===== src/rtl/shift_counter_cfg.sv =====
// rtl/shift_counter_cfg.sv - parametrised ring/Johnson shift counter with load, direction and self-correction
module shift_counter_cfg #(
  parameter int WIDTH = 5
) (
  input  logic             clk,
  input  logic             rst,
  input  logic             en,
  input  logic             js_rg,
  input  logic             dir,
  input  logic             load,
  input  logic [WIDTH-1:0] load_val,
  output logic [WIDTH-1:0] count,
  output logic             wrap,
  output logic             err
);

  localparam logic [WIDTH-1:0] RING_HOME    = {{(WIDTH-1){1'b0}}, 1'b1};
  localparam logic [WIDTH-1:0] JOHNSON_HOME = '0;

  logic [WIDTH-1:0] home;
  logic             legal;
  logic             fb;
  logic [WIDTH-1:0] step_val;

  // Ring states are one-hot: exactly one bit set.
  function automatic logic ring_legal(input logic [WIDTH-1:0] v);
    int n;
    n = 0;
    for (int i = 0; i < WIDTH; i++) begin
      if (v[i]) n++;
    end
    return (n == 1);
  endfunction

  // Johnson states have at most one boundary between adjacent differing bits.
  function automatic logic johnson_legal(input logic [WIDTH-1:0] v);
    int n;
    n = 0;
    for (int i = 0; i < WIDTH - 1; i++) begin
      if (v[i] != v[i+1]) n++;
    end
    return (n <= 1);
  endfunction

  // Mode-dependent home, legality and the candidate next state of a normal step.
  always_comb begin
    home  = js_rg ? JOHNSON_HOME : RING_HOME;
    legal = js_rg ? johnson_legal(count) : ring_legal(count);
    if (dir) begin
      fb = js_rg ? ~count[0] : count[0];
    end else begin
      fb = js_rg ? ~count[WIDTH-1] : count[WIDTH-1];
    end
    step_val = dir ? {fb, count[WIDTH-1:1]} : {count[WIDTH-2:0], fb};
  end

  // State and pulse registers: load beats enable; an illegal state is forced home in one step.
  always_ff @(posedge clk or posedge rst) begin
    if (rst) begin
      count <= RING_HOME;
      wrap  <= 1'b0;
      err   <= 1'b0;
    end else if (load) begin
      count <= load_val;
      wrap  <= 1'b0;
      err   <= 1'b0;
    end else if (en) begin
      if (legal) begin
        count <= step_val;
        wrap  <= (step_val == home);
        err   <= 1'b0;
      end else begin
        count <= home;
        wrap  <= 1'b0;
        err   <= 1'b1;
      end
    end else begin
      wrap <= 1'b0;
      err  <= 1'b0;
    end
  end

endmodule

===== config.mk =====
export PLATFORM = sky130hd
export DESIGN_NAME = shift_counter_cfg
export DESIGN_NICKNAME = d
export VERILOG_FILES = /design/src/rtl/shift_counter_cfg.sv
export SDC_FILE = /design/constraint.sdc
export NUM_CORES = 1
export LEC_CHECK = 0
export CORE_MARGIN = 2
export CORE_UTILIZATION = 50
export CTS_CLUSTER_SIZE = 8
export DETAILED_ROUTE_END_ITERATION = 10
export PLACE_DENSITY_LB_ADDON = 0.08
export REMOVE_ABC_BUFFERS = 1
export SYNTH_ARGS = -nofsm -noshare
export SYNTH_HDL_FRONTEND = slang
export SYNTH_SLANG_ARGS = --single-unit

===== constraint.sdc =====
create_clock -name clk -period 3.75 [get_ports clk]
set_input_delay 0.375 -clock clk [delete_from_list [all_inputs] [get_ports clk]]
set_output_delay 0.375 -clock clk [all_outputs]
set_load 0.05 [all_outputs]

==> results of run 1 <==
[metal layers]
layer | up-vias | GRT usage [%] | share of wire (%)
met1 | 375 | 25.36 | 50
met4 | 0 | 0 | 0
met3 | 0 | 6.349 | 4.9
met2 | 17 | 31.55 | 45
met5 | - | 0 | 0
li1 | 393 | - | -
[sequential cells by signal, summed over array words and instances, names as in the netlist]
name,flops
count,5
err,1
wrap,1
[cell families after synthesis]
| family | Yosys count | synth area share (%) |
|---|---|---|
| mux | 5 | 5.806 |
| fa+ha+maj | 6 | 8.708 |
| flops | 7 | 20.46 |
| xor+xnor | 9 | 11.61 |
| compound gates | 27 | 23.51 |
| buf+inv | 15 | 8.128 |
| simple gates | 32 | 21.77 |
[per-stage QoR]
stage / instance area, um^2 / cells / hold WS [ns]
6_report: 1047 / 133 / 0.3555
4_1_cts: 1047 / 133 / 0.3640
2_1_floorplan: 822.0 / 94 / 0.1777
3_5_place_dp: 1021 / 129 / 0.6355
5_1_grt: 1047 / 133 / 0.3870
3_3_place_gp: 1021 / 129 / 0.6195
[power by group]
part | leakage [nW] | internal, mW | switching, mW | total [mW]
sequential | 0.0878 | 0.0865 | 0.0243 | 0.111
combinational | 0.343 | 0.142 | 0.164 | 0.306
clock | 0.0150 | 0.0405 | 0.0264 | 0.0669
total | 0.445 | 0.269 | 0.215 | 0.484
[worst max path at each step]
stage | slack [ns] | endpoint | start | cells after the start
floorplan | 0.51 | wrap$_DFF_PP0_ | count[1]$_DFFE_PP0P_ | 12
CTS | 0.60 | wrap$_DFF_PP0_ | count[0]$_DFFE_PP1P_ | 12
global placement | 0.68 | wrap$_DFF_PP0_ | count[0]$_DFFE_PP1P_ | 12
global route | 0.36 | wrap$_DFF_PP0_ | count[1]$_DFFE_PP0P_ | 12
finish | 0.59 | wrap$_DFF_PP0_ | count[0]$_DFFE_PP1P_ | 12
detailed placement | 0.62 | wrap$_DFF_PP0_ | count[0]$_DFFE_PP1P_ | 12
[area by class of cell]
| class | count | area [um^2] |
|---|---|---|
| Fill cell | 161 | 623.1 |
| Multi-Input combinational cell | 79 | 615.6 |
| Timing Repair Buffer | 18 | 177.7 |
| Sequential cell | 7 | 176.4 |
| Inverter | 8 | 30.03 |
| Clock buffer | 4 | 26.28 |
| Tap cell | 17 | 21.27 |
[Yosys cell counts, types with 2 or more instances]
master    n  area [um^2]
nand2b_1  4        25.02
o21a_1    3        22.52
nor3_1    5        25.02
clkbuf_1  2        7.510
xnor2_1   2        17.52
o21ai_0   8        40.04
a31oi_1   4        25.02
mux2i_1   5        50.05
o32ai_2   2        32.53
dfrtp_1   6        150.1
buf_2     2        10.01
and4_1    2        17.52
a21oi_1   5        25.02
nor2b_1   2        12.51
inv_1     8        30.03
ha_1      6        75.07
nor2_1    4        15.01
xor2_1    5        43.79
nand2_1   5        18.77
nor3b_1   3        22.52
[cells in the final DEF, fill, tap and decap left out, drive strengths merged, types with 4 or more instances in the layout]
| cell type | netlist | final |
|---|---|---|
| clkdlybuf4s50 | 0 | 17 |
| inv | 8 | 8 |
| o21ai | 8 | 8 |
| ha | 6 | 6 |
| dfrtp | 6 | 6 |
| nand2 | 5 | 5 |
| xor2 | 5 | 5 |
| nor3 | 5 | 5 |
| mux2i | 5 | 5 |
| a21oi | 5 | 5 |
| nand2b | 4 | 4 |
| a31oi | 4 | 4 |
| nor2 | 4 | 4 |
| clkbuf | 2 | 4 |
==> results by group, run 1 <==
Clock network
  • Clock Sinks: 7
  • Post-CTS Setup Repair Bufs: 0
  • # H-tree levels: 1
  • Root Buffer: clkbuf_4
  • CTS Buf Count: 3
  • Longest Clk Path Bufs: 2
  • Worst-path clk slew: 0.05 ns
  • TritonCTS clock tree: yes
  • Resize count post-CTS: 0
  • Worst-Skew Late Latency: ~0.25 ns
  • # hold bufs at CTS: 0

Global route
  • Total congestion overflow: 0
  • Gr usage total: 19.00%
  • Initial antenna violation count: 0
  • Vias in the first global route: 666
  • Largest net degree at the start of global routing: 20
  • First-pass GRT wire length: 2891 um

Final layout
  • Layout area overhead: 21.48%
  • Ant diodes: 0
  • Core Util, Final: roughly 63%
  • Final nets: 134
  • Share of cells above drive strength 1: 10.34%

Setup path
  • Critical path buffer and inverter count: 1
  • RR Endpoint: wrap$_DFF_PP0_
  • Crit path max-delay family: adder cells
  • Crit-path slowest cell: dfstp_2
  • RR Startpoint: count[0]$_DFFE_PP1P_
  • WP data arrival: between 3 and 4 ns
  • CP cell instances: inv_1 > ha_1 > xor2_1 > ha_1 > nand2b_1 > o21a_1 > ha_1 > nand2b_1 > mux2i_1 > and4_1 > a32oi_2 > and4b_1
  • Worst Path Class, Setup: flop to flop
  • CP Max Fanout: 6
  • CP most frequent cell: ha_1
  • Worst R2R Path Depth: 12
  • CP max stage delay: 0.59 ns
  • Reg2Reg Setup Slack: 0.59 ns
  • Critical Path Start Type: flop
  • Endpoint type of the worst setup path: flop
  • Worst path required time: 3.88 ns

Detailed routing
  • Routed Wire Length: 1818 um
  • Routed length per instance: 13.67 um
  • Initial detailed-routing violation count: 3
  • Via Count: 785
  • Final ANT Viol Nets: 0
  • DRC errors left: 0
  • Via-to-Cell Ratio: roughly 5.9
  • DRT Pass-1 Iters: 3

STA
  • Fin crit share: roughly 84%
  • Setup TNS: 0 ns
  • Final Max Slew Viols: 0
  • # setup viols final: 0
  • Final worst setup slack: around 0.6 ns
  • Worst Skew: just under 0.006 ns
  • Post-route minimum period: 3.156 ns
  • Slew headroom: between 50 and 60%
  • Fmax: 0.3168 GHz
  • RSZ-0062 raised after global routing: false
  • Transition time of the tightest slew-check pin: 0.6337 ns
  • Fin. Hold Viols: 0

Yosys
  • Cell area after synthesis: 862.1 um^2
  • Ys Warns: 0
  • Number of unique standard cell types used by synthesis: 38
  • Seq cells post-synth: 7
  • Synth Flop Type: dfrtp_1
  • Asr flop ratio synth: 100.0%
  • Post-synth EDFFs: 0
  • Seq/Total Area, Yosys: 20.46%
  • Syn Inst Count: roughly 100
  • Synthesized area per cell: between 8 and 9 um^2

Power and ir drop
  • Final Power: 0.4838 mW
  • Static leakage: 0.4453 nW
  • Max VDD drop: 257.4 uV
  • Pwr per Cell Area: between 400 and 500 nW/um^2

Floorplanning
  • Core area: 1670 um^2
  • Die H: 45.52 um
  • Starting Density: 51.61%
  • FP Rows: 15
  • Ports: 18
  • Die width: 45.52 um
  • Die area: between 2000 and 2500 um^2

Min path
  • Tightest Hold Check Type: input port to async pin

Placed design
  • DP Wirelength: 1404 um
  • Worst slack, placed: 0.6198 ns
  • IO Port Bufs: 17
  • Final RePlAce weighted congestion: 0.7854

Outcome
  • Outcome: finished, final reports clean

Job
  • Number of max-cap violations: 0
Power figures use the tool's default switching activity.
==> inputs of run 2 (changes only) <==
--- a/config.mk
+++ b/config.mk
@@ -6,7 +6,7 @@
 export NUM_CORES = 1
 export LEC_CHECK = 0
 export CORE_MARGIN = 2
-export CORE_UTILIZATION = 50
+export CORE_UTILIZATION = 45
 export CTS_CLUSTER_SIZE = 8
 export DETAILED_ROUTE_END_ITERATION = 10
 export PLACE_DENSITY_LB_ADDON = 0.08
==> constraint.sdc (replaced) <==
create_clock -name clk -period 2.9 [get_ports clk]
set_input_delay 0.29 -clock clk [delete_from_list [all_inputs] [get_ports clk]]
set_output_delay 0.29 -clock clk [all_outputs]
set_load 0.05 [all_outputs]
==> run 2 against run 1 <==
  * Design area grew 18%
  * Register-to-register slack lost 0.56 ns
  * Routed wire length grew 21%
  * Critical path type unchanged
  * Largest cell class unchanged
==> results by group, run 2 (synthesized netlist as in run 1, its figures left out) <==
Outcome
  • Outcome: finished, final reports clean

Detailed routing
  • Initial detailed-routing violation count: 25
  • Via Count: 845
  • DRT Pass-1 Iters: 4
  • Routed Wire Length: 2192 um
  • Final ANT Viol Nets: 0
  • Routed length per instance: 14.23 um
  • Via-to-Cell Ratio: approximately 5.5
  • DRC errors left: 0

Floorplanning
  • FP Rows: 15
  • Die H: 47.77 um
  • Core area: 1764 um^2
  • Ports: 18
  • Starting Density: a little under 50%
  • Die area: 2282 um^2
  • Die width: 47.77 um

Clock network
  • CTS Buf Count: 3
  • Worst-path clk slew: 0.05 ns
  • TritonCTS clock tree: yes
  • # hold bufs at CTS: 0
  • # H-tree levels: 1
  • Longest Clk Path Bufs: 2
  • Clock Sinks: 7
  • Worst-Skew Late Latency: 0.26 ns
  • Root Buffer: clkbuf_4

STA
  • Worst Skew: 0.002289 ns
  • Fin. Hold Viols: 0
  • Post-route minimum period: 2.863 ns
  • Fin crit share: 98.72%
  • Setup TNS: 0 ns
  • RSZ-0062 raised after global routing: true
  • Fmax: 0.3493 GHz
  • Transition time of the tightest slew-check pin: 0.5377 ns
  • # setup viols final: 0
  • Slew headroom: around 64%
  • Final Max Slew Viols: 0

Setup path
  • Endpoint type of the worst setup path: flop
  • CP cell instances: inv_2 > ha_4 > xor2_4 > ha_4 > nand2b_4 > o21a_1 > ha_1 > nand2b_4 > mux2i_2 > and4_1 > a32oi_2 > and4b_1
  • Critical path buffer and inverter count: 1
  • Critical Path Start Type: flop
  • Worst Path Class, Setup: flop to flop
  • CP Max Fanout: 5
  • Crit-path slowest cell: dfstp_2
  • Crit path max-delay family: adder cells
  • CP max stage delay: 0.56 ns
  • Worst path required time: 3.04 ns
  • WP data arrival: 3.01 ns

Final layout
  • Regs by FF count: count: 5 flops, err: 1 flops, wrap: 1 flops
  • Layout area overhead: 43.69%
  • Most frequent cells in the layout: clkdlybuf4s50_1 (17), buf_4 (14), o21ai_0 (7)
  • Largest reg by FF count: count
  • Final nets: roughly 150
  • Finished layout cell area: 1239 um^2
  • Max reg flops: 5
  • Commonest non-fill, non-tap cell in the layout: clkdlybuf4s50_1
  • Share of cells above drive strength 1: 27.13%
  • Core Util, Final: 70.21%
  • Fin cells: roughly 150
  • Ant diodes: 0

Min path
  • Tightest Hold Check Type: input port to async pin

Global route
  • Initial antenna violation count: 0
  • Gr usage total: a little over a fifth
  • Total congestion overflow: 0
  • First-pass GRT wire length: 3298 um
  • Vias in the first global route: 717
  • Largest net degree at the start of global routing: 14

Placed design
  • Placed Area: 1106 um^2
  • DP Wirelength: 1600 um
  • Final RePlAce weighted congestion: 0.8639
  • IO Port Bufs: 17
  • Placed insts: 147

Power and ir drop
  • Static leakage: around 0.52 nW
  • Pwr per Cell Area: 649.8 nW/um^2
  • Final Power: approximately 0.80 mW
  • Max VDD drop: 368.4 uV

Job
  • Number of max-cap violations: 0
-- run 2: cell count changes in the layout (fill, tap and decap cells not counted), sizes merged --
cell	previous run	this run
buf	1	14
-- run 2: routing by layer --
metal | track usage (%) | vias up | share of wire (%)
met4 | 4.865 | 0 | 1.3
met3 | 5.660 | 4 | 5.0
met2 | 33.60 | 31 | 48
met1 | 29.25 | 393 | 45
li1 | - | 417 | -
met5 | 0 | - | 0
-- run 2: path summary, 6_finish.rpt --
check                                           from              endpoint  slack [ns]  cells after the start
worst max-delay path            count[0]$_DFFE_PP1P_        wrap$_DFF_PP0_        0.04                     12
worst min-delay path                             rst  count[1]$_DFFE_PP0P_        0.27                      2
worst max register to register  count[0]$_DFFE_PP1P_        wrap$_DFF_PP0_        0.04                     12
worst min register to register  count[1]$_DFFE_PP0P_  count[2]$_DFFE_PP0P_        0.81                      3
max in group asynchronous                        rst  count[0]$_DFFE_PP1P_        2.36                      2
min in group clk                         load_val[2]  count[2]$_DFFE_PP0P_        0.65                      3
-- run 2: report_power, final --
| group | internal (mW) | total, mW | switching, mW | leakage (nW) |
|---|---|---|---|---|
| clock | 0.0526 | 0.0908 | 0.0381 | 0.0150 |
| combinational | 0.298 | 0.575 | 0.277 | 0.416 |
| sequential | 0.112 | 0.139 | 0.0273 | 0.0878 |
| total | 0.463 | 0.805 | 0.342 | 0.519 |
-- run 2: repair_timing --
item / CTS / global route
pin swaps: 2 / 6
setup endpoints to repair: 6 / 6
setup buffers: 0 / 3
gates resized for setup: 4 / 10
-- run 2: cell type report --
type / count / area [um^2]
clock buffers: 4 / 26.28
repair buffers: 31 / 275.3
flip-flops and latches: 7 / 176.4
well taps: 25 / 31.28
inverters: 8 / 30.03
multi-input cells: 79 / 699.4
fillers: 154 / 525.5
-- run 2: worst register-to-register path, delay by kind of cell (launching register included) --
kind	cells	cell delay (ns)
multiplexers	1	0.08
adder cells (fa/ha/maj)	3	0.78
XOR/XNOR	1	0.18
flip-flops	1	0.56
AO/OA/AOI/OAI	2	0.38
buffers and inverters	1	0.05
AND/OR/NAND/NOR	4	0.71
-- run 2: metrics by stage --
step	hold WS [ns]	setup WS (ns)
3_3_place_gp	0.5418	-0.03374
4_1_cts	0.2760	0.01072
5_1_grt	0.3098	-0.07716
2_1_floorplan	0.09267	-0.3418
3_5_place_dp	0.5433	-0.07304
6_report	0.2696	0.03721
==> inputs of run 3 (changes only) <==
--- a/config.mk
+++ b/config.mk
@@ -10,6 +10,7 @@
 export CTS_CLUSTER_SIZE = 8
 export DETAILED_ROUTE_END_ITERATION = 10
 export PLACE_DENSITY_LB_ADDON = 0.08
+export RECOVER_POWER = 25
 export REMOVE_ABC_BUFFERS = 1
 export SYNTH_ARGS = -nofsm -noshare
 export SYNTH_HDL_FRONTEND = slang
==> run 3 against run 2 <==
  * Clock skew unchanged
  * Combinational power hardly changed
  * Largest cell class unchanged
  * Sequential share of layout area unchanged
  * Sequential power about the same
==> results by group, run 3 (synthesized netlist as in run 1, its figures left out) <==
Outcome
  • Outcome: finished, final reports clean

Detailed routing
  • DRC errors left: 0
  • Via Count: 845
  • Via-to-Cell Ratio: about 5.5
  • Routed length per instance: 14.23 um
  • Routed Wire Length: 2192 um
  • Initial detailed-routing violation count: 25
  • Final ANT Viol Nets: 0
  • DRT Pass-1 Iters: 4

STA
  • Transition time of the tightest slew-check pin: 0.5377 ns
  • RSZ-0062 raised after global routing: true
  • Post-route minimum period: 2.863 ns
  • Fin. Hold Viols: 0
  • # setup viols final: 0
  • Setup TNS: 0 ns
  • Slew headroom: 63.70%
  • Fmax: 0.3493 GHz
  • Worst Skew: 0.002289 ns
  • Final Max Slew Viols: 0
  • Final hold slack: 0.4067 ns
  • Fin crit share: a little over nine tenths

Placed design
  • Final RePlAce weighted congestion: 0.8639
  • IO Port Bufs: 17
  • DP Wirelength: approximately 1600 um
  • Placed Area: 1106 um^2

Power and ir drop
  • Static leakage: a little over 0.5 nW
  • Pwr per Cell Area: 649.5 nW/um^2
  • Final Power: 0.8046 mW
  • Max VDD drop: 368.4 uV

Floorplanning
  • Starting Density: 48.87%
  • Die area: between 2000 and 2500 um^2
  • Core area: 1764 um^2
  • FP Rows: 15
  • Die H: 47.77 um
  • Ports: 18
  • Die width: 47.77 um

Global route
  • Initial antenna violation count: 0
  • First-pass GRT wire length: approximately 3300 um
  • Total congestion overflow: 0
  • M2 GR Usage: 33.60%
  • Vias in the first global route: just over 700
  • Met1 Resource Use GR: 29.25%
  • Largest net degree at the start of global routing: 14
  • Gr usage total: 21.36%
  • Met3 Track Usage GR: roughly 5.7%
  • Grt peak-use layer: met2

Clock network
  • # H-tree levels: 1
  • Root Buffer: clkbuf_4
  • # hold bufs at CTS: 0
  • CTS Buf Count: 3
  • TritonCTS clock tree: yes
  • Worst-Skew Late Latency: 0.26 ns
  • Longest Clk Path Bufs: 2
  • Worst-path clk slew: 0.05 ns
  • Clock Sinks: 7

Setup path
  • RR Endpoint: wrap$_DFF_PP0_
  • RR Startpoint: count[0]$_DFFE_PP1P_
  • Reg2Reg Setup Slack: 0.04 ns
  • Critical Path Start Type: flop
  • WP data arrival: 3.01 ns
  • CP Max Fanout: 5
  • Worst Path Class, Setup: flop to flop
  • Worst R2R Path Depth: 12
  • Worst path required time: 3.04 ns
  • Endpoint type of the worst setup path: flop

Final layout
  • Max reg flops: 5
  • Ant diodes: 0
  • Share of cells above drive strength 1: a little over a quarter
  • Most frequent cells in the layout: clkdlybuf4s50_1 (16), buf_4 (14), o21ai_0 (7)
  • Final nets: 147
  • Regs by FF count: count: 5 flops, err: 1 flops, wrap: 1 flops
  • Layout area overhead: 43.69%
  • Commonest non-fill, non-tap cell in the layout: clkdlybuf4s50_1
  • Largest reg by FF count: count
  • Fill cells: 154
  • Core Util, Final: 70.21%
  • Finished layout cell area: 1239 um^2

Min path
  • Tightest Hold Check Type: input port to async pin

Job
  • Number of max-cap violations: 0
## run 3: critical path, cell delays in order, from the launching register on
cell	delay [ns]
dfstp_2	0.56
inv_2	0.05
ha_4	0.30
xor2_4	0.18
ha_4	0.22
nand2b_4	0.13
o21a_1	0.11
ha_1	0.26
nand2b_4	0.11
mux2i_2	0.08
and4_1	0.24
a32oi_2	0.27
and4b_1	0.23
## run 3: what timing repair did
| action | 4_1_cts | 5_1_grt |
|---|---|---|
| gates resized for setup | 4 | 10 |
| buffers inserted | 0 | 3 |
| pin swaps | 2 | 6 |
| setup endpoints to repair | 6 | 6 |
## run 3: final cells by class
type	instances	area [um^2]	area share, %
Inverter	8	30.03	2.424
Tap cell	25	31.28	2.525
Timing Repair Buffer	31	275.3	22.22
Clock buffer	4	26.28	2.121
Sequential cell	7	176.4	14.24
Multi-Input combinational cell	79	699.4	56.46
## run 3: how the worst max path moves through the flow
stage                         start              to  slack (ns)  depth (start not counted)
3_5_place_dp   count[0]$_DFFE_PP1P_  wrap$_DFF_PP0_       -0.07                         12
5_1_grt        count[0]$_DFFE_PP1P_  wrap$_DFF_PP0_       -0.08                         11
2_1_floorplan  count[1]$_DFFE_PP0P_  wrap$_DFF_PP0_       -0.34                         12
4_1_cts        count[1]$_DFFE_PP0P_  wrap$_DFF_PP0_        0.01                         12
3_3_place_gp   count[0]$_DFFE_PP1P_  wrap$_DFF_PP0_       -0.03                         12
6_report       count[0]$_DFFE_PP1P_  wrap$_DFF_PP0_        0.04                         12
## run 3: where the power goes
part | internal (mW) | switching, mW
clock network | 0.0526 | 0.0381
logic | 0.298 | 0.277
registers | 0.112 | 0.0273
## run 3: metal layers
layer	vias up	wire, um	part of all wire, %
li1	417	-	-
met1	393	997	45
met2	31	1054	48
met3	4	110	5.0
met4	0	29	1.3
met5	-	0	0
## run 3: metrics by stage
| stage | setup slack (ns) | instances |
|---|---|---|
| 2_1_floorplan | -0.3418 | 94 |
| 3_3_place_gp | -0.03374 | 147 |
| 3_5_place_dp | -0.07304 | 147 |
| 4_1_cts | 0.01072 | 151 |
| 5_1_grt | -0.07716 | 154 |
| 6_report | 0.03721 | 154 |
==> RTL change 1 (flow settings as in run 1) <==
Put one more register stage on the output `count`, with the module's reset. The value now appears one clock later. The other outputs are not delayed to match.
--- a/src/rtl/shift_counter_cfg.sv
+++ b/src/rtl/shift_counter_cfg.sv
@@ -17,4 +17,6 @@
   localparam logic [WIDTH-1:0] RING_HOME    = {{(WIDTH-1){1'b0}}, 1'b1};
   localparam logic [WIDTH-1:0] JOHNSON_HOME = '0;
+
+  logic [WIDTH-1:0] count_s0;
 
   logic [WIDTH-1:0] home;
@@ -46,11 +48,11 @@
   always_comb begin
     home  = js_rg ? JOHNSON_HOME : RING_HOME;
-    legal = js_rg ? johnson_legal(count) : ring_legal(count);
+    legal = js_rg ? johnson_legal(count_s0) : ring_legal(count_s0);
     if (dir) begin
-      fb = js_rg ? ~count[0] : count[0];
+      fb = js_rg ? ~count_s0[0] : count_s0[0];
     end else begin
-      fb = js_rg ? ~count[WIDTH-1] : count[WIDTH-1];
+      fb = js_rg ? ~count_s0[WIDTH-1] : count_s0[WIDTH-1];
     end
-    step_val = dir ? {fb, count[WIDTH-1:1]} : {count[WIDTH-2:0], fb};
+    step_val = dir ? {fb, count_s0[WIDTH-1:1]} : {count_s0[WIDTH-2:0], fb};
   end
 
@@ -58,18 +60,18 @@
   always_ff @(posedge clk or posedge rst) begin
     if (rst) begin
-      count <= RING_HOME;
+      count_s0 <= RING_HOME;
       wrap  <= 1'b0;
       err   <= 1'b0;
     end else if (load) begin
-      count <= load_val;
+      count_s0 <= load_val;
       wrap  <= 1'b0;
       err   <= 1'b0;
     end else if (en) begin
       if (legal) begin
-        count <= step_val;
+        count_s0 <= step_val;
         wrap  <= (step_val == home);
         err   <= 1'b0;
       end else begin
-        count <= home;
+        count_s0 <= home;
         wrap  <= 1'b0;
         err   <= 1'b1;
@@ -81,3 +83,11 @@
   end
 
+  always_ff @(posedge clk or posedge rst) begin
+    if (rst) begin
+      count <= '0;
+    end else begin
+      count <= count_s0;
+    end
+  end
+
 endmodule
Function: changed (Yosys sat finds a counterexample within 4 cycles, from zero or initial values and one cycle with rst high).
==> RTL change 1 against run 1 <==
Sequential cell count is 5 higher. Area after synthesis increased by 8.0%. Wire length decreased by 1.3%. Critical path depth shrank 1. Die area grew 7.3%. Total power rose by 5.1%. Design area increased by 9.2%. Largest power group unchanged. Setup slack improved by 0.011 ns. Largest cell class unchanged. Critical endpoint is now count_s0[4]. Maximum frequency increased by 0.36%.
==> RTL change 1: results (changes against run 1) <==
status: "complete, no violations"
wl_met3_um: 81  # -9.0%
grt_first_pass_wirelength_um: 2980  # +3.1%
grt_start_max_net_pins: 17  # -15%
bufAreaShareNonClock_pct: 14.9  # -2.1 points
r2r_end: "count_s0[4]"
ys_types: 41  # +7.9%
clkCellAreaFrac_pct: 3.17  # +0.66 points
clk_pin_slew_worst_paths_ns: 0.07  # +0.02 ns
fin_skew_ns: 0.00237  # -0.00340 ns
seq_cells: 12  # +5
inverters: 7  # -1
seq_area_share_pct: 26.4  # +9.5 points
num-multi-input-gates: 76  # -3.8%
grt_use_met2_pct: 32.3  # +0.78 points
worst_r2r_path_depth: 11  # -1
synth_compound_area_share_pct: 19.1  # -4.4 points
leakagePower_nw: 0.470  # +5.5%
met3_usage_pct: 4.62  # -1.7 points
drtIter0Drc: 19  # +16
grt_use_met1_pct: 25.8  # +0.41 points
postRouteWirelength_um: 1790  # -1.3%
timing.rr.start: "count_s0[0]"
n_all_buffers: 17  # -1
synthMuxAreaShare_pct: 4.44  # -1.4 points
synthXorXnorAreaFrac_pct: 10.6  # -0.99 points
drive_gt1_share_pct: 7.76  # -2.6 points
drt-met1-wl_um: 851  # -5.5%
yosys-top-cells-area: "dfrtp_1, ha_1, a21oi_1, mux2i_1, nand2_1"
grt_pass1_vias: 686  # +3.0%
pre_cts_ws_ns: 0.604  # -0.0157 ns
worst_slew_pin_slew_ns: 0.713  # +0.0798 ns
grt_usage_pct: 19.1  # +0.14 points
fin_nets: 133  # -0.75%
first_pass_iters: 4  # +1
RTL change 1: worst max path at each step:
stage                 from  depth (start not counted)  slack [ns]           to
2_1_floorplan  count_s0[0]                         11        0.90  count_s0[1]
3_3_place_gp   count_s0[1]                         11        0.73  count_s0[2]
3_5_place_dp   count_s0[0]                         11        0.60  count_s0[4]
4_1_cts        count_s0[0]                         11        0.60  count_s0[4]
5_1_grt        count_s0[1]                         11        0.45  count_s0[1]
6_report       count_s0[0]                         11        0.61  count_s0[4]
RTL change 1: cells by family (layout without fill, tap and decap cells):
group,count (synthesis),count (layout)
mux,4,4
buf+inv,12,28
xor+xnor,8,8
simple gates,32,32
fa+ha+maj,5,5
compound gates,27,27
flops,12,12
RTL change 1: power breakdown:
| part | total, W | internal, W | switching, W |
|---|---|---|---|
| Combinational | 0.000242 | 0.000111 | 0.000131 |
| Clock | 0.0000965 | 0.0000589 | 0.0000377 |
| Sequential | 0.000170 | 0.000146 | 0.0000239 |
| Total | 0.000508 | 0.000316 | 0.000192 |
RTL change 1: critical path, stage by stage (launching register included):
cell and delay, ns:
dfstp_2 0.62, inv_1 0.08, ha_1 0.39, xor2_1 0.19, ha_1 0.30, nand2b_1 0.16, o21a_1 0.14, ha_1 0.18
xnor3_1 0.35, a32oi_1 0.25, and2_1 0.27, o31ai_1 0.11
RTL change 1: metrics by stage:
step | instances | power (W) | hold slack (ns) | instance area, um^2 | util (%)
after floorplan | 95 | 0.000350 | 0.239 | 906 | -
after global placement | 137 | 0.000408 | 0.450 | 1110 | 63.4
after detailed placement | 137 | 0.000415 | 0.463 | 1110 | 63.4
after CTS | 141 | 0.000511 | 0.412 | 1140 | 65.5
after global routing | 141 | 0.000547 | 0.443 | 1140 | 65.5
final | 141 | 0.000508 | 0.401 | 1140 | 65.5
==> RTL change 2 (flow settings as in run 1) <==
Without the edit above. Set the parameter `WIDTH` to 10 (it was 5).
--- a/src/rtl/shift_counter_cfg.sv
+++ b/src/rtl/shift_counter_cfg.sv
@@ -1,5 +1,5 @@
 // rtl/shift_counter_cfg.sv - parametrised ring/Johnson shift counter with load, direction and self-correction
 module shift_counter_cfg #(
-  parameter int WIDTH = 5
+  parameter int WIDTH = 10
 ) (
   input  logic             clk,
Ports: changed (resized count and load_val); port bits go from 18 to 28. The function was not compared with the original's and may differ.
==> RTL change 2 against run 1 <==
The run now ends with setup timing left. Wire length rose to 5.7 times the old value. Count of clock-buffer cells in the layout unchanged. Setup slack worse by 4.0 ns. Via count rose to 4.4 times the old value. Worst hold slack better by 0.095 ns. Die area rose to 2.8 times the old value. Design area rose to 3.9 times the old value. Area after synthesis rose to 3.1 times the old value. Sequential cell count up 5. Maximum frequency down 56%.
Power is not shown: default switching activity piles up to over one toggle a cycle in this logic, so the estimate is an artifact.
==> RTL change 2: results (changes against run 1) <==
clock_latency_ns: 0.24
ys_types: 72  # +89%
setup.worst_path.end: "count[2]"
violations: "setup timing"
fin_skew_ns: 0.000876  # -0.00489 ns
largestRegisters: "count (10), err (1), wrap (1)"
grt_pass1_vias: 3257  # +390%
tns_ns: -40.00  # -40.00 ns
dp_hpwl_um: 6190  # +340%
seq_area_frac_synth_pct: 11.4  # -9.1 points
drive_gt1_share_pct: 34.4  # +24 points
fin_nets: 530  # +300%
fill_cells: 354  # +120%
path_max_fanout: 8  # +2
grt_first_pass_wirelength_um: 15600  # +440%
via_per_inst: 6.13  # +3.9%
cpPeakStageDelay_ns: 0.54  # -0.05 ns
regArea_um2: 302  # +71%
yosys-top-cells-area: "dfrtp_1, ha_1, xnor2_1, nand2_1, xor2_1"
grt_start_max_net_pins: 25  # +25%
worst_slew_pin_slew_ns: 0.847  # +0.213 ns
hold_class: "in -> async"
drtIter0Drc: 227  # +224
gp_congestion: 0.876  # +12%
synth_area_per_cell_um2: 7.21  # -16%
setup_slack_ns: -3.38  # -3.97 ns
worst_r2r_path_depth: 35  # +23
root_buffer: "clkbuf_8"
postRouteWirelength_um: 10400  # +470%
clk_pin_slew_worst_paths_ns: 0.05  # about the same
dpl_cell_area_um2: 3530  # +250%
first_pass_iters: 4  # +1
dp_cells: 523  # +310%
port_buffers: 27  # +10
grt_usage_pct: 32.5  # +14 points
wl_per_cell_um: 18.3  # +34%
synth_commonest_cells: "nand2_1, nor2_1, clkbuf_1, o21ai_0, nand3_1"
setup-violations-final: 12  # +12
status: "finished, violations left"
==> RTL change 2: how the worst min path moves through the flow <==
| stage | start | endpoint | slack (ns) | depth (start not counted) |
|---|---|---|---|---|
| finish | rst | count[2] | 0.45 | 2 |
| global placement | rst | count[4] | 0.71 | 2 |
| floorplan | rst | count[1] | 0.24 | 1 |
| global route | rst | count[2] | 0.52 | 2 |
| detailed placement | rst | err | 0.71 | 2 |
| CTS | rst | count[2] | 0.46 | 2 |
==> RTL change 2: logic make-up (layout without fill, tap and decap cells) <==
logic type,Yosys count,count (layout),share of synthesized area (%)
xor gates and xnor gates,35,35,13.4
muxes,7,7,2.69
and+or+nand+nor,147,147,29.2
adders and majority gates,18,18,8.30
AOI/OAI and AO/OA,103,103,27.5
buffers and inverters,46,175,7.55
DFF,12,12,11.4
==> RTL change 2: layout make-up <==
type                       count  share of cell area, %
multi-input combinational    310                   57.5
sequential                    12                   7.33
inverter                      15                   1.37
timing repair buffer         156                   30.4
tap                           70                   2.13
clock buffer                   4                   1.34
==> RTL change 2: worst max-delay path: cells and delay by family (launching register included) <==
family | cells | cell delay, ns
buffers and inverters | 2 | 0.11
xor gates and xnor gates | 3 | 0.53
adders and majority gates | 9 | 2.57
DFF | 1 | 0.54
AOI/OAI and AO/OA | 12 | 2.11
and+or+nand+nor | 9 | 1.13
==> RTL change 2: timing repair <==
item,in CTS,in global routing
hold buffers,0,0
pin swaps,23,17
cloned,0,0
setup buffers,35,6
setup endpoints to repair,12,12
gates resized for setup,33,15
==> RTL change 2: layer usage <==
| layer | wire, um | vias to the layer above | track usage, % | share of wire [%] |
|---|---|---|---|---|
| met4 | 308 | 0 | 12.7 | 3.0 |
| met2 | 5030 | 187 | 55.9 | 48 |
| met1 | 4320 | 1638 | 40.7 | 42 |
| met5 | 0 | - | 0 | 0 |
| li1 | - | 1618 | - | - |
| met3 | 727 | 34 | 4.94 | 7.0 |
==> RTL change 2: through the flow <==
stage               hold WS (ns)  setup WS (ns)
floorplan                  0.239          -4.58
global placement           0.713          -3.35
detailed placement         0.708          -3.51
CTS                        0.461          -2.94
global route               0.518          -3.60
finish                     0.450          -3.38
